===== config.mk =====
export PLATFORM = sky130hd
export DESIGN_NAME = lives_controller
export DESIGN_NICKNAME = d
export VERILOG_FILES = /design/src/rtl/lives_controller.sv
export SDC_FILE = /design/constraint.sdc
export NUM_CORES = 1
export LEC_CHECK = 0
export CAP_MARGIN = 10
export CORE_UTILIZATION = 35
export DETAILED_ROUTE_END_ITERATION = 10
export PLACE_DENSITY = 0.63
export SLEW_MARGIN = 10
export SYNTH_ARGS = -nofsm -noshare
export SYNTH_HDL_FRONTEND = slang
export SYNTH_SLANG_ARGS = --single-unit

===== constraint.sdc =====
create_clock -name clk -period 2.58 [get_ports clk]
set_input_delay 0.645 -clock clk [delete_from_list [all_inputs] [get_ports clk]]
set_output_delay 0.645 -clock clk [all_outputs]
set_load 0.01 [all_outputs]

===== src/rtl/lives_controller.sv =====
// ---------------------------------------------------------------------------
// lives_controller
//   Game-level lives sequencer for the frog game. Owns the lives count, reacts
//   to death / bonus / new-game events, times the death animation and the
//   respawn invulnerability window in frame ticks, and drives the heart
//   display plus respawn / game-over control back to the game FSM.
//
// Ports
//   clk            in   system/pixel clock
//   rst_n          in   asynchronous active-low reset
//   frame_tick     in   1-cycle pulse once per frame
//   new_game       in   1-cycle pulse: start (or restart) a game
//   hit            in   1-cycle pulse: frog killed
//   extra_life     in   1-cycle pulse: bonus life awarded
//   lives          out  current lives count
//   display_lives  out  hearts to draw (lost heart blinks while dying)
//   invuln         out  hit immunity active
//   respawn        out  1-cycle pulse: place frog at start
//   game_over      out  high in GAME_OVER
//   state_o        out  FSM state: 0 GAME_OVER, 1 PLAY, 2 DYING
// ---------------------------------------------------------------------------
module lives_controller #(
    parameter int unsigned MAX_LIVES     = 3,
    parameter int unsigned START_LIVES   = 3,
    parameter int unsigned DEATH_FRAMES  = 60,
    parameter int unsigned INVULN_FRAMES = 120,
    parameter int unsigned BLINK_FRAMES  = 8
) (
    input  logic       clk,
    input  logic       rst_n,
    input  logic       frame_tick,
    input  logic       new_game,
    input  logic       hit,
    input  logic       extra_life,
    output logic [1:0] lives,
    output logic [1:0] display_lives,
    output logic       invuln,
    output logic       respawn,
    output logic       game_over,
    output logic [1:0] state_o
);

    typedef enum logic [1:0] {
        ST_GAME_OVER = 2'd0,
        ST_PLAY      = 2'd1,
        ST_DYING     = 2'd2
    } state_t;

    localparam logic [1:0] MAX_L     = 2'(MAX_LIVES);
    localparam logic [1:0] START_L   = 2'(START_LIVES);
    localparam logic [7:0] DEATH_N   = 8'(DEATH_FRAMES);
    localparam logic [7:0] INVULN_N  = 8'(INVULN_FRAMES);
    localparam logic [7:0] BLINK_N   = 8'(BLINK_FRAMES);

    state_t     state, state_n;
    logic [1:0] lives_n, display_n;
    logic       invuln_n, respawn_n, game_over_n;
    logic [7:0] frame_cnt, frame_cnt_n;
    logic [7:0] invuln_cnt, invuln_cnt_n;
    logic [7:0] blink_cnt, blink_cnt_n;
    logic       blink_phase, blink_phase_n;   // 0: show lost heart, 1: hide it

    // NOTE: every next-value gets a default before the case statement, so no
    // path through this block leaves a variable unassigned (no latches).
    always_comb begin
        state_n       = state;
        lives_n       = lives;
        display_n     = display_lives;
        invuln_n      = invuln;
        respawn_n     = 1'b0;
        game_over_n   = game_over;
        frame_cnt_n   = frame_tick ? frame_cnt + 8'd1 : frame_cnt;
        invuln_cnt_n  = invuln_cnt;
        blink_cnt_n   = blink_cnt;
        blink_phase_n = blink_phase;

        unique case (state)
            ST_GAME_OVER: begin
                display_n = 2'd0;
            end

            ST_PLAY: begin
                if (hit && !invuln) begin
                    // Hit wins over a simultaneous extra_life; the coincident
                    // frame tick is swallowed by the counter clear on entry.
                    state_n       = ST_DYING;
                    lives_n       = lives - 2'd1;
                    display_n     = lives;          // new lives + 1: heart shown
                    frame_cnt_n   = 8'd0;
                    blink_cnt_n   = 8'd0;
                    blink_phase_n = 1'b0;
                end else begin
                    if (frame_tick && invuln) begin
                        if (invuln_cnt <= 8'd1) begin
                            invuln_cnt_n = 8'd0;
                            invuln_n     = 1'b0;
                        end else begin
                            invuln_cnt_n = invuln_cnt - 8'd1;
                        end
                    end
                    if (extra_life && (lives < MAX_L))
                        lives_n = lives + 2'd1;
                    display_n = lives_n;
                end
            end

            ST_DYING: begin
                if (frame_tick) begin
                    if (frame_cnt == DEATH_N - 8'd1) begin
                        frame_cnt_n = 8'd0;
                        if (lives == 2'd0) begin
                            state_n     = ST_GAME_OVER;
                            game_over_n = 1'b1;
                            display_n   = 2'd0;
                        end else begin
                            state_n      = ST_PLAY;
                            respawn_n    = 1'b1;
                            invuln_n     = 1'b1;
                            invuln_cnt_n = INVULN_N;
                            display_n    = lives;
                        end
                    end else begin
                        if (blink_cnt == BLINK_N - 8'd1) begin
                            blink_cnt_n   = 8'd0;
                            blink_phase_n = ~blink_phase;
                        end else begin
                            blink_cnt_n = blink_cnt + 8'd1;
                        end
                        display_n = blink_phase_n ? lives : lives + 2'd1;
                    end
                end
            end

            default: begin
                state_n     = ST_GAME_OVER;
                game_over_n = 1'b1;
                display_n   = 2'd0;
            end
        endcase

        // new_game overrides whatever the current state decided.
        if (new_game) begin
            state_n      = ST_PLAY;
            lives_n      = START_L;
            display_n    = START_L;
            invuln_n     = 1'b1;
            invuln_cnt_n = INVULN_N;
            respawn_n    = 1'b1;
            game_over_n  = 1'b0;
            frame_cnt_n  = 8'd0;
        end
    end

    // NOTE: state registers use non-blocking assignments so every flop samples
    // the pre-edge values, independent of statement order.
    always_ff @(posedge clk or negedge rst_n) begin
        if (!rst_n) begin
            state         <= ST_GAME_OVER;
            lives         <= 2'd0;
            display_lives <= 2'd0;
            invuln        <= 1'b0;
            respawn       <= 1'b0;
            game_over     <= 1'b1;
            frame_cnt     <= 8'd0;
            invuln_cnt    <= 8'd0;
            blink_cnt     <= 8'd0;
            blink_phase   <= 1'b0;
        end else begin
            state         <= state_n;
            lives         <= lives_n;
            display_lives <= display_n;
            invuln        <= invuln_n;
            respawn       <= respawn_n;
            game_over     <= game_over_n;
            frame_cnt     <= frame_cnt_n;
            invuln_cnt    <= invuln_cnt_n;
            blink_cnt     <= blink_cnt_n;
            blink_phase   <= blink_phase_n;
        end
    end

    assign state_o = state;

endmodule


==> run metrics, run 1 <==
status=complete, no violations; Mapped Cells=234; post-synth top area share=0.396; Core ar.=5610 sq um; CP Depth=6; Slew Limit Fails=0; max_slew headroom=0.577; share of post-route cells with drive strength above 1=0.104; clk_lat worst skew=290 ps; dpl hpwl=3200 um; CP peak stage delay=570 ps; period utilization=0.832; die width=79.2 um; critical path class=register to register; Initial Util=0.372; routed via count=1796; dpl cells=323; Area growth, synth to finish=17.3%; CTS buffer count=5; finished layout cell area=2440 sq um; Post-synth EDFFs=0; WHS Path Cells=2; Max Clk Rate=0.466 GHz; routability cong.=0.793; Core Rows=27; final worst slack=433 ps; Pre-Repair DR Iteration Count=4; register area share after synthesis=0.409; Worst setup EP type=register; synth cell count leaders=dfrtp_1, nor2_1, nand2_1; final wirelength=4390 um; diode count=0; Async SR Flop Fraction=1.00; Total GRT Usage=0.154; Setup TNS=0 ps; DR vias/cell=5.43; Ys Warns=0; Die Y=79.2 um; FF+latch count, synth=34; worst-path cell chain=inv_1, ha_1, inv_1, o21ai_1, o21ai_0, o31ai_1; Setup WS pre-CTS=213 ps; placed cell areas=2350 sq um; ys flop type=dfrtp_1; ranking of synthesized cells by area=dfrtp_1, ha_1, a21oi_1, nor2_1, nand2_1; CP arrival=2340 ps; DRC errors left=0; clock sink count=34; most frequent cell after synthesis=dfrtp_1; CTS tree=built; buffer count from post-CTS setup fixing=0; first-pass GRT wire length=7630 um; startpoint types=register; Max Cap Viol=0; maximum root-to-sink buffer count=2; WL per Instance=13.3 um; post-layout util=0.436; Iteration-0 DRC Markers=105; reg2reg path depth=6; pin count of the biggest net entering global routing=35; # IOs=15; CTS Hold Buffers Added=0; hold crit path type=register to register; Peak VDD IR=0.000291 V; Post-Syn Area=2080 sq um; Final min period=2150 ps; Crit Path Max Fanout=12; Port Buf Inserts=14; nets=274; Die ar.=6270 sq um; CP top delay family=compound AO/OA/AOI/OAI gates; CTS clk-pin slew, worst paths=70 ps; worst slew pin tran=631 ps; crit path max-delay cell type=o21ai_1; Syn Nets=250; Final Hold Fails=0; PostCTS Resize Cnt=0; Buf+Inv Stages, Crit Path=2; H-Tree Level Count=2; clk_skew=6.68 ps; FILL cells=572; number of library cell types mapped by synthesis=52; number of global-route vias before repair=1636; Finished Layout Cells=331; leakage power=1.04 nW; Final setup violation count=0; total grt overflow=0; ANT nets after route=0; Avg Inst Size Synth=8.91 sq um; CTS root buffer=clkbuf_8; RSZ-0062 raised after global routing=no; power per cell area=876 nW/um^2; area leader, netlist=dfrtp_1; initial antenna violation count=0; critical path required time=2770 ps; CP most frequent cell=inv_1
[routing by layer]
metal | routed length, um | track usage
met1 | 2200 | 0.207
met2 | 1960 | 0.241
met3 | 160 | 0.0333
met4 | 70 | 0.0600
met5 | 0 | 0
[through the flow]
stage	hold slack (ps)	total power, mW
floorplan	349	1.41
global placement	513	1.73
detailed placement	507	1.74
CTS	526	2.16
global route	565	2.33
finish	522	2.14
[power by group]
part / total, mW / switching (mW) / leakage [nW] / internal (mW)
logic: 0.995 / 0.570 / 0.574 / 0.425
registers: 0.736 / 0.101 / 0.421 / 0.635
clock network: 0.410 / 0.195 / 0.0482 / 0.215
[layout by cell type (no fill, tap or decap), drive strengths merged, types with 2 or more instances in the layout]
| master | instances |
|---|---|
| a21o | 3 |
| a21oi | 20 |
| a31o | 3 |
| and2 | 3 |
| and3 | 3 |
| buf | 10 |
| clkbuf | 7 |
| clkdlybuf4s50 | 14 |
| dfrtp | 33 |
| ha | 10 |
| inv | 14 |
| mux2i | 3 |
| nand2 | 22 |
| nand2b | 3 |
| nand3 | 6 |
| nand4 | 8 |
| nor2 | 25 |
| nor2b | 5 |
| nor3 | 6 |
| nor4 | 3 |
| o211ai | 2 |
| o21ai | 16 |
| o311ai | 4 |
| o31ai | 3 |
| or3 | 4 |
| or4 | 3 |
| xnor2 | 5 |
| xor2 | 4 |
[worst reg2reg max path, cell delays in order (launching register included)]
cell	delay (ps)
dfrtp_1	430
inv_1	110
ha_1	420
inv_1	250
o21ai_1	570
o21ai_0	180
o31ai_1	100
[cells by family (layout without fill, tap and decap cells)]
family / Yosys count / in the layout / synth area share
buffers and inverters: 21 / 46 / 0.0426
xor gates and xnor gates: 9 / 9 / 0.0378
AOI/OAI and AO/OA: 63 / 63 / 0.193
muxes: 4 / 4 / 0.0216
and+or+nand+nor: 93 / 93 / 0.236
DFF: 34 / 34 / 0.409
adders and majority gates: 10 / 10 / 0.0600
[path summary, 6_finish.rpt]
check                          endpoint  slack (ps)       start
setup reg to reg           blink_cnt[3]         430  state_o[0]
max in group asynchronous     game_over        1470       rst_n
hold reg to reg               game_over         520   game_over
hold / removal                game_over         520   game_over
setup / recovery           blink_cnt[3]         430  state_o[0]
min in group asynchronous  blink_cnt[0]         770       rst_n
[registers in the layout, summed over array words and instances, names as in the netlist]
name / flops
display_lives: 2
frame_cnt: 8
invuln: 1
state_o: 2
game_over: 1
blink_phase: 1
blink_cnt: 8
lives: 2
invuln_cnt: 8
respawn: 1
[cell type report]
cell class              count  area (sq um)  share of cell area
repair buffers             24           215              0.0880
well taps                  72          90.1              0.0368
clock buffers               7          86.3              0.0353
multi-input cells         179          1140               0.468
flip-flops and latches     34           852               0.349
inverters                  14          52.6              0.0215
clock inverters             1          5.00             0.00205
(Power assumes the default switching activity.)
==> run 2: changes to the inputs <==
--- a/config.mk
+++ b/config.mk
@@ -8,7 +8,7 @@
 export CAP_MARGIN = 10
 export CORE_UTILIZATION = 35
 export DETAILED_ROUTE_END_ITERATION = 10
-export PLACE_DENSITY = 0.63
+export PLACE_DENSITY = 0.65
 export SLEW_MARGIN = 10
 export SYNTH_ARGS = -nofsm -noshare
 export SYNTH_HDL_FRONTEND = slang
==> constraint.sdc (replaced) <==
create_clock -name clk -period 1.85 [get_ports clk]
set_input_delay 0.4625 -clock clk [delete_from_list [all_inputs] [get_ports clk]]
set_output_delay 0.4625 -clock clk [all_outputs]
set_load 0.01 [all_outputs]
==> run 2 against run 1 <==
Effect of this change: the flow now finishes with violations (negative setup slack); combinational power grew 89%; critical path depth is the same; cell count grew 12%; power grew 62%; setup slack lost 490 ps; global-route usage grew 2.1 points; design area grew 18%; sequential power grew 36%; first-iteration DRC count grew 23%; die area is the same; utilization grew 7.6 points; largest cell class unchanged; largest power group unchanged.
==> run metrics, run 2 (synthesized netlist as in run 1, its figures left out) <==
CTS Hold Buffers Added=0; worst slew pin tran=351 ps; startpoint types=register; total grt overflow=0; die width=79.2 um; critical path required time=2030 ps; most common cell after layout, fill and taps aside=buf_4; CP peak stage delay=560 ps; Regs by FF count=blink_cnt (8), frame_cnt (8), invuln_cnt (8); Finished Layout Cells=370; Area growth, synth to finish=37.8%; hold crit path type=input pin to async pin; Pre-Repair DR Iteration Count=4; WL per Instance=13.9 um; Crit Path Max Fanout=3; max_slew headroom=0.763; initial antenna violation count=0; number of global-route vias before repair=1854; CP arrival=2090 ps; CP Depth=6; H-Tree Level Count=2; RSZ-0062 raised after global routing=yes; FILL cells=522; clk_lat worst skew=290 ps; Initial Util=0.372; leakage power=1.27 nW; Iteration-0 DRC Markers=129; Setup WS pre-CTS=-376 ps; first-pass GRT wire length=8560 um; Max Clk Rate=0.524 GHz; CP top delay family=simple AND/OR/NAND/NOR gates; diode count=0; CTS tree=built; crit path max-delay cell type=or4_4; CTS root buffer=clkbuf_8; Worst setup EP type=register; DR vias/cell=5.32; Final Hold Fails=0; # IOs=15; Port Buf Inserts=14; Max Cap Viol=0; routability cong.=0.902; routed via count=1970; pin count of the biggest net entering global routing=35; area of the multi-input gates=1260 sq um; ANT nets after route=0; commonest cells after routing, fill and taps aside=buf_4, dfrtp_1, nor2_1; status=complete, but fails checks; Final setup violation count=5; final wirelength=5160 um; period utilization=1.03; nets=313; Slew Limit Fails=0; Buf+Inv Stages, Crit Path=1; reg2reg path depth=6; Core ar.=5610 sq um; clock sink count=34; maximum root-to-sink buffer count=2; Total GRT Usage=0.175; dpl hpwl=3720 um; worst-path cell chain=or4_4, buf_6, nor3_4, xnor2_2, mux2i_1, a211oi_1; Die Y=79.2 um; dpl cells=357; CTS clk-pin slew, worst paths=70 ps; Die ar.=6270 sq um; Final min period=1910 ps; Core Rows=27; clk_skew=7.17 ps; Peak VDD IR=0.000774 V; share of post-route cells with drive strength above 1=0.292; critical path class=register to register; DRC errors left=0; final worst slack=-60.1 ps; failing checks=negative setup slack; CTS buffer count=5; FF+latch area=853 sq um; power per cell area=1210 nW/um^2
run 2: what timing repair did:
item | 4_1_cts | 5_1_grt
pin swaps | 1 | 5
gates resized for setup | 7 | 23
setup buffers | 1 | 5
endpoints found under the setup margin | 12 | 24
run 2: power breakdown:
part           switching (mW)  leakage (nW)  internal (mW)
sequential              0.117         0.420          0.887
clock                   0.284        0.0472          0.299
combinational           0.992         0.798          0.892
total                    1.39          1.27           2.08
run 2: worst paths after layout:
kind                         startpoint               end  slack [ps]
setup / recovery           blink_cnt[5]  display_lives[1]         -60
hold / removal                    rst_n      blink_cnt[2]         530
setup reg to reg           blink_cnt[5]  display_lives[1]         -60
hold reg to reg               game_over         game_over         530
max in group asynchronous         rst_n         game_over        1070
min in group clk              game_over         game_over         530
run 2: metal layers:
layer	global-route usage	up-vias	routed length (um)	share of wire
li1	-	972	-	-
met1	0.239	954	2540	0.49
met2	0.278	38	2400	0.46
met3	0.0322	6	165	0.032
met4	0.0545	0	61	0.012
met5	0	-	0	0
run 2: cell type report:
type                            count  share of cell area
Clock buffer                        6              0.0287
Clock inverter                      2             0.00436
Inverter                           14              0.0183
Multi-Input combinational cell    179               0.437
Sequential cell                    34               0.297
Tap cell                           72              0.0314
Timing Repair Buffer               63               0.183
run 2: stage by stage:
| step | utilization | power (mW) | TNS [ps] | cell area [sq um] | hold WS, ps |
|---|---|---|---|---|---|
| floorplan | - | 1.98 | 0 | 2100 | 167 |
| CTS | 0.489 | 3.28 | -20.1 | 2740 | 531 |
| finish | 0.512 | 3.47 | -235 | 2870 | 535 |
| detailed placement | 0.469 | 2.67 | -7240 | 2630 | 517 |
| global placement | 0.469 | 2.66 | -6490 | 2630 | 513 |
| global route | 0.512 | 3.70 | -612 | 2870 | 573 |
==> run 3: changes to the inputs <==
--- a/config.mk
+++ b/config.mk
@@ -9,7 +9,6 @@
 export CORE_UTILIZATION = 35
 export DETAILED_ROUTE_END_ITERATION = 10
 export PLACE_DENSITY = 0.65
-export SLEW_MARGIN = 10
 export SYNTH_ARGS = -nofsm -noshare
 export SYNTH_HDL_FRONTEND = slang
 export SYNTH_SLANG_ARGS = --single-unit
==> results of run 3 <==
The final DEF is identical to that of run 2; final timing and power are the same.
